## src/rtl/spi_wb_bridge_pkg.sv

```systemverilog
// Shared constants, FSM encoding and frame builder for the SPI-to-Wishbone bridge master.
package spi_wb_bridge_pkg;

   localparam int FRAME_W    = 72;
   localparam int CMD_WE_BIT = 71;
   localparam int SEL_MSB    = 67;
   localparam int SEL_LSB    = 64;
   localparam int ADDR_MSB   = 63;
   localparam int ADDR_LSB   = 32;
   localparam int DATA_MSB   = 31;
   localparam int ERR_BIT    = 71;

   localparam logic [1:0] REG_CTRL  = 2'd0;
   localparam logic [1:0] REG_ADDR  = 2'd1;
   localparam logic [1:0] REG_WDATA = 2'd2;
   localparam logic [1:0] REG_RDATA = 2'd3;

   typedef enum logic [2:0] {
      ST_IDLE  = 3'd0,
      ST_SETUP = 3'd1,
      ST_HIGH  = 3'd2,
      ST_LOW   = 3'd3,
      ST_GAP   = 3'd4
   } state_e;

   // Command frame layout: {WE, 3'b000, SEL, ADDR, WDATA}
   function automatic logic [FRAME_W-1:0] build_frame(input logic        we,
                                                      input logic [3:0]  sel,
                                                      input logic [31:0] adr,
                                                      input logic [31:0] dat);
      logic [FRAME_W-1:0] f;
      f                     = '0;
      f[CMD_WE_BIT]         = we;
      f[SEL_MSB:SEL_LSB]    = sel;
      f[ADDR_MSB:ADDR_LSB]  = adr;
      f[DATA_MSB:0]         = dat;
      return f;
   endfunction

endpackage

```

## src/rtl/spi_wb_bridge_master_clkgen.sv

```systemverilog
// Half-period timer: one-cycle strobe at the end of every CLK_DIV-cycle phase while enabled.
module spi_wb_bridge_master_clkgen #(
   parameter int CLK_DIV = 8
) (
   input  logic clk_i,
   input  logic srst_i,
   input  logic en_i,
   output logic strobe_o
);

   localparam int CW = (CLK_DIV > 1) ? $clog2(CLK_DIV) : 1;

   logic [CW-1:0] cnt_q;

   // Count cycles within the current phase; restart from zero whenever disabled
   always_ff @(posedge clk_i) begin
      if (srst_i || !en_i) begin
         cnt_q <= '0;
      end else if (cnt_q == CW'(CLK_DIV - 1)) begin
         cnt_q <= '0;
      end else begin
         cnt_q <= cnt_q + 1'b1;
      end
   end

   assign strobe_o = en_i && (cnt_q == CW'(CLK_DIV - 1));

endmodule

```

## src/rtl/spi_wb_bridge_master.sv

```systemverilog
// Wishbone register block driving a 72-bit SPI command/response frame to a remote bridge.
module spi_wb_bridge_master
   import spi_wb_bridge_pkg::*;
#(
   parameter int CLK_DIV = 8,
   parameter int NCS_GAP = 16
) (
   input  logic        wb_clk_i,
   input  logic        wb_rst_i,
   input  logic        wbs_cyc_i,
   input  logic        wbs_stb_i,
   input  logic        wbs_we_i,
   input  logic [3:0]  wbs_sel_i,
   input  logic [31:0] wbs_adr_i,
   input  logic [31:0] wbs_dat_i,
   output logic [31:0] wbs_dat_o,
   output logic        wbs_ack_o,
   output logic        ncs,
   output logic        sclk,
   output logic        mosi,
   input  logic        miso
);

   localparam int GW = $clog2(NCS_GAP + 1);

   logic [1:0]         miso_sync_q;
   logic               ack_q;
   logic [31:0]        dat_q;
   logic               wr_pend_q;
   logic [1:0]         wr_reg_q;
   logic [31:0]        wr_dat_q;
   logic [31:0]        addr_q, wdata_q, rdata_q;
   logic               we_q, busy_q, done_q, err_q;
   logic [3:0]         sel_q;
   state_e             state_q;
   logic [FRAME_W-1:0] tx_q, rx_q;
   logic [6:0]         bit_q;
   logic               last_q;
   logic [GW-1:0]      gap_q;
   logic               ncs_q, sclk_q, mosi_q;
   logic               phase_end, clk_en, go;
   logic [31:0]        rd_data;
   logic [FRAME_W-1:0] go_frame;
   logic               unused_ok;

   assign unused_ok = ^{wbs_sel_i, wbs_adr_i[31:4], wbs_adr_i[1:0]};

   assign clk_en   = (state_q == ST_SETUP) || (state_q == ST_HIGH) || (state_q == ST_LOW);
   assign go       = wr_pend_q && (wr_reg_q == REG_CTRL) && wr_dat_q[0] && !busy_q;
   assign go_frame = build_frame(wr_dat_q[1], wr_dat_q[7:4], addr_q, wdata_q);

   spi_wb_bridge_master_clkgen #(.CLK_DIV(CLK_DIV)) u_clkgen (
      .clk_i    (wb_clk_i),
      .srst_i   (wb_rst_i),
      .en_i     (clk_en),
      .strobe_o (phase_end)
   );

   // Register read multiplexer
   always_comb begin
      rd_data = '0;
      case (wbs_adr_i[3:2])
         REG_CTRL:  rd_data = {24'd0, sel_q, we_q, err_q, done_q, busy_q};
         REG_ADDR:  rd_data = addr_q;
         REG_WDATA: rd_data = wdata_q;
         REG_RDATA: rd_data = rdata_q;
         default:   rd_data = '0;
      endcase
   end

   // Wishbone handshake: one-cycle ack, registered read data, write committed after ack
   always_ff @(posedge wb_clk_i) begin
      if (wb_rst_i) begin
         miso_sync_q <= '0;
         ack_q       <= 1'b0;
         dat_q       <= '0;
         wr_pend_q   <= 1'b0;
         wr_reg_q    <= '0;
         wr_dat_q    <= '0;
      end else begin
         miso_sync_q <= {miso_sync_q[0], miso};
         ack_q       <= wbs_cyc_i && wbs_stb_i && !ack_q;
         wr_pend_q   <= wbs_cyc_i && wbs_stb_i && wbs_we_i && !ack_q;
         wr_reg_q    <= wbs_adr_i[3:2];
         wr_dat_q    <= wbs_dat_i;
         if (wbs_cyc_i && wbs_stb_i && !ack_q) begin
            dat_q <= rd_data;
         end
      end
   end

   // CSR updates plus the frame sequencer with registered SPI outputs
   always_ff @(posedge wb_clk_i) begin
      if (wb_rst_i) begin
         addr_q  <= '0;
         wdata_q <= '0;
         rdata_q <= '0;
         we_q    <= 1'b0;
         sel_q   <= '0;
         busy_q  <= 1'b0;
         done_q  <= 1'b0;
         err_q   <= 1'b0;
         state_q <= ST_IDLE;
         tx_q    <= '0;
         rx_q    <= '0;
         bit_q   <= '0;
         last_q  <= 1'b0;
         gap_q   <= '0;
         ncs_q   <= 1'b1;
         sclk_q  <= 1'b0;
         mosi_q  <= 1'b0;
      end else begin
         // Software writes only land while no frame is in flight
         if (wr_pend_q && !busy_q) begin
            case (wr_reg_q)
               REG_CTRL: begin
                  we_q  <= wr_dat_q[1];
                  sel_q <= wr_dat_q[7:4];
               end
               REG_ADDR:  addr_q  <= wr_dat_q;
               REG_WDATA: wdata_q <= wr_dat_q;
               default: ;
            endcase
         end

         case (state_q)
            ST_IDLE: begin
               if (go) begin
                  tx_q    <= go_frame;
                  busy_q  <= 1'b1;
                  done_q  <= 1'b0;
                  ncs_q   <= 1'b0;
                  sclk_q  <= 1'b0;
                  mosi_q  <= go_frame[CMD_WE_BIT];
                  bit_q   <= '0;
                  last_q  <= 1'b0;
                  state_q <= ST_SETUP;
               end
            end
            ST_SETUP: begin
               if (phase_end) begin
                  rx_q    <= {rx_q[FRAME_W-2:0], miso_sync_q[1]};
                  sclk_q  <= 1'b1;
                  state_q <= ST_HIGH;
               end
            end
            ST_HIGH: begin
               if (phase_end) begin
                  sclk_q  <= 1'b0;
                  tx_q    <= tx_q << 1;
                  mosi_q  <= tx_q[FRAME_W-2];
                  state_q <= ST_LOW;
                  if (bit_q == 7'd71) begin
                     last_q <= 1'b1;
                     bit_q  <= '0;
                  end else begin
                     bit_q  <= bit_q + 7'd1;
                  end
               end
            end
            ST_LOW: begin
               if (phase_end) begin
                  if (last_q) begin
                     // Final hold done: release chip select and publish the response
                     ncs_q   <= 1'b1;
                     rdata_q <= rx_q[DATA_MSB:0];
                     err_q   <= rx_q[ERR_BIT];
                     gap_q   <= '0;
                     state_q <= ST_GAP;
                  end else begin
                     rx_q    <= {rx_q[FRAME_W-2:0], miso_sync_q[1]};
                     sclk_q  <= 1'b1;
                     state_q <= ST_HIGH;
                  end
               end
            end
            ST_GAP: begin
               if (gap_q == GW'(NCS_GAP - 1)) begin
                  busy_q  <= 1'b0;
                  done_q  <= 1'b1;
                  state_q <= ST_IDLE;
               end else begin
                  gap_q <= gap_q + 1'b1;
               end
            end
            default: state_q <= ST_IDLE;
         endcase
      end
   end

   assign wbs_ack_o = ack_q;
   assign wbs_dat_o = dat_q;
   assign ncs       = ncs_q;
   assign sclk      = sclk_q;
   assign mosi      = mosi_q;

endmodule

```

## config.mk

```make
export PLATFORM = sky130hd
export DESIGN_NAME = spi_wb_bridge_master
export DESIGN_NICKNAME = d
export VERILOG_FILES = /design/src/rtl/spi_wb_bridge_pkg.sv /design/src/rtl/spi_wb_bridge_master_clkgen.sv /design/src/rtl/spi_wb_bridge_master.sv
export SDC_FILE = /design/constraint.sdc
export NUM_CORES = 1
export LEC_CHECK = 0
export CAP_MARGIN = 20
export CORE_MARGIN = 5
export CORE_UTILIZATION = 60
export CTS_CLUSTER_DIAMETER = 50
export CTS_CLUSTER_SIZE = 20
export DETAILED_ROUTE_END_ITERATION = 10
export HOLD_SLACK_MARGIN = 0.02
export PLACE_DENSITY = 0.82
export SLEW_MARGIN = 20
export SYNTH_ARGS = -nofsm -noshare
export SYNTH_HDL_FRONTEND = slang
export SYNTH_SLANG_ARGS = --single-unit
```

## constraint.sdc

```tcl
create_clock -name wb_clk_i -period 3.45 [get_ports wb_clk_i]
set_clock_uncertainty 0.15 [all_clocks]
set_input_delay 0.345 -clock wb_clk_i [delete_from_list [all_inputs] [get_ports wb_clk_i]]
set_output_delay 0.345 -clock wb_clk_i [all_outputs]
set_load 0.005 [all_outputs]
```

==> results.sh, run 1 <==
export IMPL_rows=54
export IMPL_wl_per_cell_um=16.8
export IMPL_finalCritPeriodShare=0.763
export IMPL_pre_cts_slack_ns=0.869
export IMPL_clock_latency_ns=0.55
export IMPL_cts_sinks=339
export IMPL_cellPowerDensity_nw_per_um2=509
export IMPL_start_util=0.612
export IMPL_die_width_um=159
export IMPL_worst_setup_path_type="reg2reg"
export IMPL_power_total_w=0.00775
export IMPL_irDropWorstVdd_mv=0.315
export IMPL_gp_congestion=0.796
export IMPL_ys_types=55
export IMPL_die_area_um2=25400
export IMPL_worstMarginPinSlew_ns=0.923
export IMPL_final_common_cell="nand2_1"
export IMPL_slew_headroom=0.384
export IMPL_final_area_um2=15200
export IMPL_drive_above_1_share=0.110
export IMPL_crit_path_max_incr_delay_ns=0.81
export IMPL_ys_flop_type="dfxtp_1"
export IMPL_wl_um=31100
export IMPL_syn_area_um2=13400
export IMPL_holdPathStages=2
export IMPL_vias=10957
export IMPL_syn_avg_cell_area_um2=8.62
export IMPL_r2r_setup_slack_ns=0.82
export IMPL_cts_root_buffer="clkbuf_16"
export IMPL_cp_top_family="flip-flops"
export IMPL_drt_iter0_drc=818
export IMPL_tritoncts="yes"
export IMPL_finalNetCount=1626
export IMPL_worst_slack_ns=0.818
export IMPL_cts_resized=0
export IMPL_antenna_cells=0
export IMPL_cp_slowest_cell="dfxtp_1"
export IMPL_yosys_warnings=0
export IMPL_portBuffers=75
export IMPL_fin_setup_tns_ns=0
export IMPL_grt_max_degree=125
export IMPL_grt_overflow=0
export IMPL_dp_hpwl_um=18200
export IMPL_cap_violations=0
export IMPL_synth_async_reset_ratio=0
export IMPL_clk_path_buf_depth=3
export IMPL_path_cells="and4bb_1 > a31oi_4 > buf_4 > a221oi_1"
export IMPL_cp_num_buf_inv=1
export IMPL_ys_seq_area_frac=0.506
export IMPL_rsz0062_at_grt="no"
export IMPL_placed_area_um2=14200
export IMPL_hold_viol_final=0
export IMPL_clk_pin_slew_worst_paths_ns=0.07
export IMPL_core_area_um2=21900
export IMPL_drc=0
export IMPL_critPathMaxFanout=31
export IMPL_r2r_start="state_q[2]"
export IMPL_ant_nets=0
export IMPL_timing_rr_end="tx_q[20]"
export IMPL_synth_edf_count=0
export IMPL_yosys_top_cells_area="dfxtp_1 51%, nand2_1 10%, a21oi_1 6.9%, a221oi_2 4.9%, a221oi_1 3.2%"
export IMPL_cp_depth=4
export IMPL_antenna_found_initial=0
export IMPL_outcome="completed"
export IMPL_vias_per_cell=5.92
export IMPL_fmax_ghz=0.380
export IMPL_htree_levels=1
export IMPL_synthCells=1554
export IMPL_arrival_ns=2.87
export IMPL_finalSetupViolations=0
export IMPL_die_h_um=159
export IMPL_synth_nets=1633
export IMPL_synth_top_cell_area_share=0.506
export IMPL_layout_common_cells="365 x nand2_1, 338 x dfxtp_1, 185 x a21oi_1"
export IMPL_hold_path_class="in2reg"
export IMPL_slew_viol_final=0
export IMPL_holdBufCountCts=0
export IMPL_synthToLayoutAreaGrowth_pct=13.6
export IMPL_grt_pass1_vias=10360
export IMPL_gr_usage_all_layers=0.233
export IMPL_cts_buffers=30
export IMPL_endpoint_kind="register"
export IMPL_period_needed_ns=2.63
export IMPL_r2r_cells=4
export IMPL_ios=110
export IMPL_dr_pass1_iters=7
export IMPL_required_ns=3.68
export IMPL_ys_seq_elements=339
export IMPL_timing_critical_path_to="tx_q[20]"
export IMPL_cts_post_setup_buffers_inserted=0
export IMPL_grt_first_pass_wirelength_um=51200
export IMPL_start_kind="register"
export IMPL_synth_largest_area_cell="dfxtp_1"
export IMPL_cp_startpoint="state_q[2]"
export IMPL_p_leak_nw=4.84
==> layer usage <==
layer / global-route usage / wire length, um / up-vias
met1: 0.314 / 13000 / 5205
met5: 0 / 0 / -
met2: 0.395 / 15200 / 395
met3: 0.0313 / 2180 / 54
li1: - / - / 5303
met4: 0.0659 / 655 / 0
==> cells by family after synthesis <==
| logic type | share of synthesized area |
|---|---|
| buffers and inverters | 0.0653 |
| adder cells (fa/ha/maj) | 0.00467 |
| XOR/XNOR | 0.00196 |
| multiplexers | 0.0373 |
| flip-flops | 0.506 |
| AO/OA/AOI/OAI | 0.191 |
| AND/OR/NAND/NOR | 0.194 |
==> registers in the layout (all words and copies together) (netlist names), 2 cells and up <==
register / cells
addr_q: 32
bit_q: 7
gap_q: 5
miso_sync_q: 2
rdata_q: 32
rx_q: 72
sel_q: 4
state_q: 3
tx_q: 71
u_clkgen.cnt_q: 3
wbs_dat_o: 32
wdata_q: 32
wr_dat_q: 32
wr_reg_q: 2
==> where the power goes <==
| group | total, W | switching [W] | internal, W |
|---|---|---|---|
| Clock | 0.00346 | 0.00157 | 0.00189 |
| Sequential | 0.00400 | 0.0000349 | 0.00396 |
| Combinational | 0.000301 | 0.000169 | 0.000132 |
==> how the worst min path moves through the flow <==
| stage | from | end | slack (ns) |
|---|---|---|---|
| floorplan | u_clkgen.cnt_q[0] | u_clkgen.cnt_q[0] | 0.25 |
| global placement | u_clkgen.cnt_q[0] | u_clkgen.cnt_q[0] | 0.26 |
| detailed placement | u_clkgen.cnt_q[0] | u_clkgen.cnt_q[0] | 0.27 |
| CTS | wb_rst_i | wr_dat_q[21] | 0.13 |
| global route | wb_rst_i | wr_dat_q[20] | 0.14 |
| finish | wb_rst_i | wr_dat_q[21] | 0.11 |
==> final cells by class <==
class	count	area [um^2]
multi-input combinational	1007	5800
sequential	339	6790
tap	280	350
timing repair buffer	99	977
clock inverter	23	240
clock buffer	33	803
inverter	70	263
fill	1658	6670
==> stage by stage <==
stage               hold slack [ns]   util  std cells
finish                        0.111  0.695       1851
global route                  0.138  0.695       1851
floorplan                     0.248      -       1554
CTS                           0.126  0.695       1851
global placement              0.259  0.647       1795
detailed placement            0.269  0.647       1795
==> Yosys cell counts (all sizes together) (6+ instances only) <==
library cell  count
inv              70
nor2             47
o21ai            71
mux4              8
clkbuf           83
buf              55
mux2             24
dfxtp           339
a22oi             6
nand3            70
nor2b            41
a221oi           93
nor3             32
a21oi           185
nand2           366
Note: power is estimated with default switching activity, not from simulation.
==> run 2, diff against run 1 <==
- CORE_UTILIZATION: 60 -> 58
- PLACE_DENSITY: 0.82 -> 0.8
- clock period: 3.45 -> 2.7 ns (I/O delays scaled with it)
==> run 2 against run 1 <==
Net effect: routed wire length up 3.2%; combinational power is 34% higher; via count increased by 1.3%; setup slack worse by 0.47 ns; cell area is 1.5% higher; die area is 3.2% higher; critical path type unchanged; critical endpoint is now rx_q[30]; largest power group unchanged.
==> results.sh, run 2 (synthesis results as in run 1) <==
export IMPL_ios=110
export IMPL_fin_setup_tns_ns=0
export IMPL_wl_um=32100
export IMPL_synthToLayoutAreaGrowth_pct=15.3
export IMPL_multi_input_area_um2=5800
export IMPL_switching_share=0.236
export IMPL_hold_path_class="in2reg"
export IMPL_dr_pass1_iters=7
export IMPL_start_kind="register"
export IMPL_cts_buffers=30
export IMPL_hold_viol_final=0
export IMPL_path_cells="ha_1 > ha_2 > nand2_2 > or3_2 > buf_4 > nand2_1 > a21oi_1"
export IMPL_worst_setup_path_type="reg2reg"
export IMPL_die_area_um2=26200
export IMPL_outcome="completed"
export IMPL_slew_headroom=0.436
export IMPL_timing_critical_path_to="rx_q[30]"
export IMPL_period_needed_ns=2.35
export IMPL_finalSetupViolations=0
export IMPL_vias=11101
export IMPL_power_switching_w=0.00236
export IMPL_cts_post_setup_buffers_inserted=0
export IMPL_ant_nets=0
export IMPL_grt_max_degree=84
export IMPL_wl_per_cell_um=17.2
export IMPL_finalCritPeriodShare=0.871
export IMPL_grt_overflow=0
export IMPL_core_area_um2=22700
export IMPL_ff_latch_area_um2=6790
export IMPL_slew_viol_final=0
export IMPL_cellPowerDensity_nw_per_um2=647
export IMPL_portBuffers=75
export IMPL_seqPwrFrac=0.511
export IMPL_htree_levels=1
export IMPL_clk_pin_slew_worst_paths_ns=0.08
export IMPL_cts_root_buffer="clkbuf_16"
export IMPL_dp_hpwl_um=19100
export IMPL_critPathMaxFanout=72
export IMPL_cts_resized=0
export IMPL_pwr_share_comb=0.040
export IMPL_vias_per_cell=5.94
export IMPL_rows=55
export IMPL_drc=0
export IMPL_irDropWorstVdd_mv=0.453
export IMPL_finalNetCount=1642
export IMPL_internal_power_w=0.00763
export IMPL_final_common_cell="nand2_1"
export IMPL_drt_iter0_drc=1121
export IMPL_fmax_ghz=0.425
export IMPL_grt_pass1_vias=10618
export IMPL_rsz0062_at_grt="no"
export IMPL_required_ns=2.96
export IMPL_fin_hold_ws_ns=0.107
export IMPL_arrival_ns=2.61
export IMPL_clock_latency_ns=0.56
export IMPL_timing_rr_end="rx_q[30]"
export IMPL_largest_register="rx_q"
export IMPL_crit_path_max_incr_delay_ns=0.46
export IMPL_cap_violations=0
export IMPL_cts_sinks=339
export IMPL_die_h_um=162
export IMPL_cp_slowest_cell="or3_2"
export IMPL_fillers=1735
export IMPL_pwr_share_clk=0.449
export IMPL_worstMarginPinSlew_ns=0.846
export IMPL_power_total_w=0.00999
export IMPL_antenna_cells=0
export IMPL_start_util=0.590
export IMPL_antenna_found_initial=0
export IMPL_grt_first_pass_wirelength_um=52700
export IMPL_drive_above_1_share=0.118
export IMPL_holdBufCountCts=1
export IMPL_layout_common_cells="365 x nand2_1, 338 x dfxtp_1, 185 x a21oi_1"
export IMPL_die_width_um=162
export IMPL_clk_path_buf_depth=3
export IMPL_tritoncts="yes"
export IMPL_top_regs="rx_q (72), tx_q (71)"
export IMPL_r2r_cells=7
export IMPL_largest_register_ffs=72
export IMPL_p_leak_nw=4.97
export IMPL_cp_startpoint="u_clkgen.cnt_q[0]"
export IMPL_gr_usage_all_layers=0.238
export IMPL_endpoint_kind="register"
export IMPL_r2r_start="u_clkgen.cnt_q[0]"
export IMPL_gp_congestion=0.828
export IMPL_r2r_setup_slack_ns=0.35
-- run 2: cell count changes in the layout (fill, tap and decap cells not counted), moves of 2 or more --
| cell | delta |
|---|---|
| clkinv_8 | +5 |
| inv_6 | -2 |
| clkinvlp_4 | -5 |
| clkbuf_8 | -2 |
| buf_4 | +10 |
| buf_12 | +6 |
-- run 2: power groups by stage --
| stage | combinational, W | clock [W] | sequential (W) |
|---|---|---|---|
| detailed placement | 0.000394 | 0 | 0.00522 |
| CTS | 0.000398 | 0.00455 | 0.00510 |
| finish | 0.000403 | 0.00449 | 0.00511 |
| floorplan | 0.000216 | 0 | 0.00521 |
| global placement | 0.000387 | 0 | 0.00522 |
| global route | 0.000431 | 0.00477 | 0.00511 |
-- run 2: critical path: cells and delay by family, from the launching register on --
kind | cells | cell delay [ns]
AO/OA/AOI/OAI | 1 | 0.08
adder cells (fa/ha/maj) | 2 | 0.48
buffers and inverters | 1 | 0.36
flip-flops | 1 | 0.34
AND/OR/NAND/NOR | 3 | 0.80
-- run 2: worst min path at each step --
stage,depth (start not counted),slack [ns],endpoint,startpoint
after floorplan,1,0.25,miso_sync_q[0],miso
after global routing,2,0.09,wr_dat_q[12],wbs_dat_i[12]
after CTS,2,0.09,wr_dat_q[12],wbs_dat_i[12]
after detailed placement,1,0.27,u_clkgen.cnt_q[0],u_clkgen.cnt_q[0]
after global placement,1,0.26,u_clkgen.cnt_q[0],u_clkgen.cnt_q[0]
final,2,0.11,wr_dat_q[12],wbs_dat_i[12]
-- run 2: routing by layer --
metal / vias to the layer above / share of wire / global-route usage
met4: 0 / 0.021 / 0.0704
met5: - / 0 / 0
met1: 5289 / 0.42 / 0.316
li1: 5332 / - / -
met3: 55 / 0.080 / 0.0457
met2: 425 / 0.48 / 0.399
-- run 2: cell type report --
class	count	share of cell area
clock buffers	31	0.0502
inverters	70	0.0170
clock inverters	23	0.0185
repair buffers	115	0.0758
multi-input cells	1007	0.376
flip-flops and latches	339	0.440
well taps	285	0.0231
-- run 2: stage by stage --
| stage | area, um^2 | utilization | std cells | setup slack [ns] |
|---|---|---|---|---|
| after detailed placement | 14400 | 0.633 | 1815 | 0.148 |
| after global placement | 14400 | 0.633 | 1815 | 0.246 |
| final | 15400 | 0.680 | 1870 | 0.348 |
| after global routing | 15400 | 0.680 | 1870 | 0.176 |
| after floorplan | 13400 | - | 1554 | 0.679 |
| after CTS | 15400 | 0.680 | 1870 | 0.355 |
